==> config.mk <==
export PLATFORM = sky130hd
export DESIGN_NAME = enum_seq_emitter
export DESIGN_NICKNAME = d
export VERILOG_FILES = /design/src/rtl/enum_seq_pkg.sv /design/src/rtl/enum_ord_step.sv /design/src/rtl/enum_seq_emitter.sv
export SDC_FILE = /design/constraint.sdc
export NUM_CORES = 1
export LEC_CHECK = 0
export ABC_CLOCK_PERIOD_IN_PS = 2300
export CAP_MARGIN = 10
export CORE_MARGIN = 5
export CORE_UTILIZATION = 37
export DETAILED_ROUTE_END_ITERATION = 8
export PLACE_DENSITY = 0.81
export SYNTH_ARGS = -nofsm -noshare
export SYNTH_HDL_FRONTEND = slang
export SYNTH_HIERARCHICAL = 1
export SYNTH_SLANG_ARGS = --single-unit
export TNS_END_PERCENT = 1
==> constraint.sdc <==
create_clock -name clk -period 2.3 [get_ports clk]
set_input_delay 0.345 -clock clk [delete_from_list [all_inputs] [get_ports clk]]
set_output_delay 0.345 -clock clk [all_outputs]
set_load 0.05 [all_outputs]
==> src/rtl/enum_seq_pkg.sv <==
// Shared types and member/ordinal mapping for the enum sequence emitter.
// Members in declaration order: TEN, ELEVEN, SIXTEEN.
package enum_seq_pkg;

    typedef enum int {
        TEN     = 10,
        ELEVEN  = 11,
        SIXTEEN = 16
    } enum_t;

    typedef logic [1:0] ord_t;

    localparam int N_MEMBERS = 3;

    function automatic logic signed [31:0] ord_to_val(input ord_t ord);
        logic signed [31:0] val;
        case (ord)
            2'd0:    val = int'(TEN);
            2'd1:    val = int'(ELEVEN);
            default: val = int'(SIXTEEN);
        endcase
        return val;
    endfunction

    // Full-width compare: only exact 32-bit matches are members.
    function automatic ord_t val_to_ord(input logic signed [31:0] val, output logic valid);
        ord_t ord;
        ord   = 2'd0;
        valid = 1'b1;
        case (val)
            int'(TEN):     ord = 2'd0;
            int'(ELEVEN):  ord = 2'd1;
            int'(SIXTEEN): ord = 2'd2;
            default:       valid = 1'b0;
        endcase
        return ord;
    endfunction

endpackage

==> src/rtl/enum_ord_step.sv <==
// Combinational ordinal stepper with wrap: next 2->0, prev 0->2.
module enum_ord_step
    import enum_seq_pkg::*;
(
    input  logic [1:0] ord_i,
    input  logic       dir_i,
    output logic [1:0] ord_o
);

    localparam ord_t LAST_ORD = ord_t'(N_MEMBERS - 1);

    always_comb begin
        ord_o = ord_i;
        if (!dir_i) begin
            ord_o = (ord_i >= LAST_ORD) ? 2'd0 : ord_i + 2'd1;
        end else begin
            ord_o = (ord_i == 2'd0) ? LAST_ORD : ord_i - 2'd1;
        end
    end

endmodule

==> src/rtl/enum_seq_emitter.sv <==
// Emits enum member values starting at a commanded value, stepping next/prev
// in declaration order; illegal start values are rejected with an err pulse.
module enum_seq_emitter
    import enum_seq_pkg::*;
#(
    parameter int COUNT_W = 8
) (
    input  logic               clk,
    input  logic               rst,
    input  logic               cmd_valid,
    output logic               cmd_ready,
    input  logic [31:0]        cmd_value,
    input  logic               cmd_dir,
    input  logic [COUNT_W-1:0] cmd_count,
    output logic               out_valid,
    input  logic               out_ready,
    output logic [31:0]        out_value,
    output logic [1:0]         out_index,
    output logic               out_last,
    output logic               err,
    output logic               busy
);

    typedef enum logic {
        IDLE = 1'b0,
        EMIT = 1'b1
    } state_t;

    state_t              state_q, state_d;
    ord_t                ord_q, ord_d;
    logic                dir_q, dir_d;
    logic [COUNT_W-1:0]  remain_q, remain_d;
    logic signed [31:0]  value_q, value_d;
    logic                last_q, last_d;
    logic                err_q, err_d;

    logic                accept;
    logic                cmd_legal;
    ord_t                cmd_ord;
    ord_t                step_ord;

    enum_ord_step u_step (
        .ord_i (ord_q),
        .dir_i (dir_q),
        .ord_o (step_ord)
    );

    always_comb begin
        accept   = cmd_valid && (state_q == IDLE);
        cmd_ord  = val_to_ord($signed(cmd_value), cmd_legal);

        state_d  = state_q;
        ord_d    = ord_q;
        dir_d    = dir_q;
        remain_d = remain_q;
        value_d  = value_q;
        last_d   = last_q;
        err_d    = 1'b0;

        case (state_q)
            IDLE: begin
                if (accept) begin
                    if (!cmd_legal) begin
                        err_d = 1'b1;
                    end else if (cmd_count != '0) begin
                        state_d  = EMIT;
                        ord_d    = cmd_ord;
                        dir_d    = cmd_dir;
                        remain_d = cmd_count;
                        value_d  = ord_to_val(cmd_ord);
                        last_d   = (cmd_count == COUNT_W'(1));
                    end
                end
            end
            EMIT: begin
                if (out_ready) begin
                    if (last_q) begin
                        state_d = IDLE;
                        last_d  = 1'b0;
                    end else begin
                        // remain_q >= 2 here, so the decrement cannot underflow.
                        ord_d    = step_ord;
                        value_d  = ord_to_val(step_ord);
                        remain_d = remain_q - COUNT_W'(1);
                        last_d   = (remain_q == COUNT_W'(2));
                    end
                end
            end
            default: state_d = IDLE;
        endcase
    end

    always_ff @(posedge clk or posedge rst) begin
        if (rst) begin
            state_q  <= IDLE;
            ord_q    <= 2'd0;
            dir_q    <= 1'b0;
            remain_q <= '0;
            value_q  <= '0;
            last_q   <= 1'b0;
            err_q    <= 1'b0;
        end else begin
            state_q  <= state_d;
            ord_q    <= ord_d;
            dir_q    <= dir_d;
            remain_q <= remain_d;
            value_q  <= value_d;
            last_q   <= last_d;
            err_q    <= err_d;
        end
    end

    assign cmd_ready = (state_q == IDLE);
    assign out_valid = (state_q == EMIT);
    assign busy      = (state_q == EMIT);
    assign out_value = value_q;
    assign out_index = ord_q;
    assign out_last  = last_q;
    assign err       = err_q;

endmodule
==> flow_metrics.py <==
metrics = {
    "flow_run": {
        "maxCapViolations": 0,
    },
    "final_layout": {
        "multi_input_area_um2": 763,
        "finish.utilization": 0.544,
        "antennaDiodeCount": 0,
        "postLayoutCellArea_mm2": 0.00196,
        "drive_gt1_frac": 0.129,
        "fill_cells": 339,
        "area_growth_pct": 45.4,
        "nets": 268,
        "seq_area_um2": 425,
    },
    "global_route": {
        "grt_overflow": 0,
        "antenna_found_initial": 0,
        "grt_max_degree": 19,
        "grt_pass1_vias": 1225,
        "grtUsageTotal": 0.139,
        "grt_first_pass_wirelength_mm": 5.56,
    },
    "sta": {
        "rsz0062_at_grt": "no",
        "finClkSkew_ps": 1.63,
        "period_minus_slack_ps": 2210,
        "holdWs_ps": 490,
        "relSlewSlack": 0.558,
        "max_freq_mhz": 453,
        "period_share": 0.960,
        "finalSetupViolations": 0,
        "worst_pin_slew_ps": 662,
        "setup_slack_ps": 91.7,
        "finalMaxSlewViolations": 0,
        "timing_hold_violations_final": 0,
    },
    "synth": {
        "yosysMostFrequentCell": "buf_4",
        "yosysSeqAreaShare": 0.315,
        "synth-xor-area-share": 0,
        "syn-cell-area_mm2": 0.00135,
        "synth_area_leaders": "dfrtp_1 32%, buf_4 17%, ha_1 4.6%",
        "yosysWarnings": 6,
        "yosys.area.top_type": "dfrtp_1",
        "synth_compound_area_frac": 0.151,
        "synth-edff-count": 0,
        "synth.distinct_cells": 38,
        "synthArstFlopShare": 1.00,
        "ys_ff_latch": 17,
        "synthTopCellsByCount": "30 x buf_4, 17 x dfrtp_1, 12 x inv_1",
        "synth_top_family_by_area": "buffers and inverters",
        "synth.mux.area_fraction": 0.0732,
        "synth_cells": 155,
        "synth_area_per_cell_um2": 8.71,
        "synth_flop_cell": "dfrtp_1",
        "synth_top_cell_area_share": 0.315,
        "synthAdderAreaFrac": 0.0463,
        "synthSimpleGateAreaFrac": 0.191,
    },
    "cts": {
        "root_buffer": "clkbuf_8",
        "htree_levels": 1,
        "numCtsBuffers": 3,
        "clkSinkCount": 17,
        "clk_pin_slew_ps": 60,
        "clk_path_buf_depth": 2,
        "cts_tree": "yes",
        "clk_latency_ps": 250,
    },
    "pwr": {
        "p_leak_nw": 0.924,
        "switching_share": 0.322,
        "clockPowerShare": 0.307,
        "p_int_uw": 500,
        "p_switching_uw": 237,
        "pwr-share-comb": 0.283,
        "power_density_mw_per_mm2": 375,
        "ir_worst_vdd_mv": 0.308,
        "seq_power_share": 0.410,
    },
    "worst_setup_path": {
        "cp.arrival_ps": 2350,
        "ff2ff_path_depth": 7,
        "worstSetupEndpointType": "register",
        "worstPathRequired_ps": 2440,
        "worstSetupPathType": "input port to register",
        "critPathMaxFanout": 6,
        "rr_startpoint": "remain_q[0]$_DFFE_PP0P_",
        "cp-start-kind": "input port",
        "r2r_end": "remain_q[6]$_DFFE_PP0P_",
        "rrSetupSlack_ps": 480,
    },
    "drt": {
        "vias": 1263,
        "firstDrtPassIters": 4,
        "wl_per_cell_um": 13.6,
        "drt-total-wl_mm": 3.61,
        "drt_iter0_markers": 62,
        "drc_errors": 0,
        "viasPerCell": 4.77,
        "ant_nets": 0,
    },
    "place": {
        "dp_slack_ps": -381,
        "place.gp.congestion": 0.815,
        "dpl.hpwl_mm": 2.82,
        "dpl_cell_area_mm2": 0.00187,
        "portBuffers": 55,
    },
    "floorplanning": {
        "initial_core_util": 0.374,
        "rows": 22,
        "core_area_mm2": 0.00361,
        "dieArea_mm2": 0.00496,
        "fp.dieH_um": 70.4,
        "die_w_um": 70.4,
        "io_pins": 84,
    },
    "run_status": {
        "status": "complete, no violations",
    },
    "worst_hold_path": {
        "hold_path.class": "input port to async pin",
    },
}
-- per-layer routing --
layer  vias to the layer above  share of wire  GRT usage
met5                         -              0          0
met4                         0         0.0080     0.0340
met3                         4          0.081     0.0403
met2                        56           0.54      0.248
met1                       582           0.37      0.162
li1                        621              -          -
-- registers in the layout, summed over array words and instances, names as in the netlist --
name and count:
err 1, out_index 2, remain_q 8, out_value 3, busy 1, dir_q 1, out_last 1
-- power by group through the flow --
stage               registers (mW)  logic (mW)  clock network (mW)
floorplan                    0.311       0.155                   0
global placement             0.308       0.206                   0
detailed placement           0.308       0.207                   0
CTS                          0.302       0.206               0.228
global route                 0.302       0.219               0.243
finish                       0.302       0.209               0.226
-- logic make-up (layout without fill, tap and decap cells) --
family          Yosys count  count (layout)
flops                    17              17
compound gates           30              30
mux                       9               9
fa+ha+maj                 5               5
simple gates             46              47
other cells               1              28
buf+inv                  47              81
-- through the flow --
| step | total power [mW] | setup TNS (ps) | cells |
|---|---|---|---|
| finish | 0.737 | 0 | 265 |
| global route | 0.764 | 0 | 265 |
| CTS | 0.735 | 0 | 265 |
| detailed placement | 0.515 | -4560 | 259 |
| global placement | 0.513 | -4330 | 259 |
| floorplan | 0.466 | 0 | 182 |
-- layout by cell type, fill, tap and decap left out, types with 3 or more instances in the layout --
cell              n
clkdlybuf4s50_1  50
conb_1           28
dfrtp_1          17
inv_1            12
nor2_1           11
buf_4            10
a21oi_1           8
nand2_1           8
nor4_1            7
a31oi_1           5
mux2i_1           5
ha_1              5
o22a_1            4
nor3_1            3
clkbuf_8          3
-- critical path: stages --
cell           delay, ps
dlygate4sd2_1        240
or4b_4               480
a211o_1              310
or4_4                450
and2_4               220
mux2_4               300
-- layout make-up --
| cell class | count | area share |
|---|---|---|
| multi-input combinational | 119 | 0.389 |
| clock buffer | 4 | 0.0229 |
| inverter | 12 | 0.0229 |
| sequential | 17 | 0.217 |
| timing repair buffer | 65 | 0.318 |
| tap | 48 | 0.0306 |
-- how the worst max path moves through the flow --
stage / cells past startpoint / end / start
after floorplan: 6 / remain_q[2]$_DFFE_PP0P_ / cmd_value[1]
after global placement: 7 / out_value[4]$_DFFE_PP0P_ / cmd_value[1]
after detailed placement: 6 / out_value[0]$_DFFE_PP0P_ / cmd_value[1]
after CTS: 6 / out_value[0]$_DFFE_PP0P_ / cmd_value[1]
after global routing: 6 / out_value[0]$_DFFE_PP0P_ / cmd_value[10]
final: 6 / out_value[0]$_DFFE_PP0P_ / cmd_value[1]
-- what timing repair did --
item                       in CTS  in global routing
pin swaps                       3                  1
setup buffers                   1                  0
resized for setup               8                  4
setup endpoints to repair      12                  9
hold buffers                    0                  0
cloned                          1                  0
Note: power is estimated with default switching activity, not from simulation.
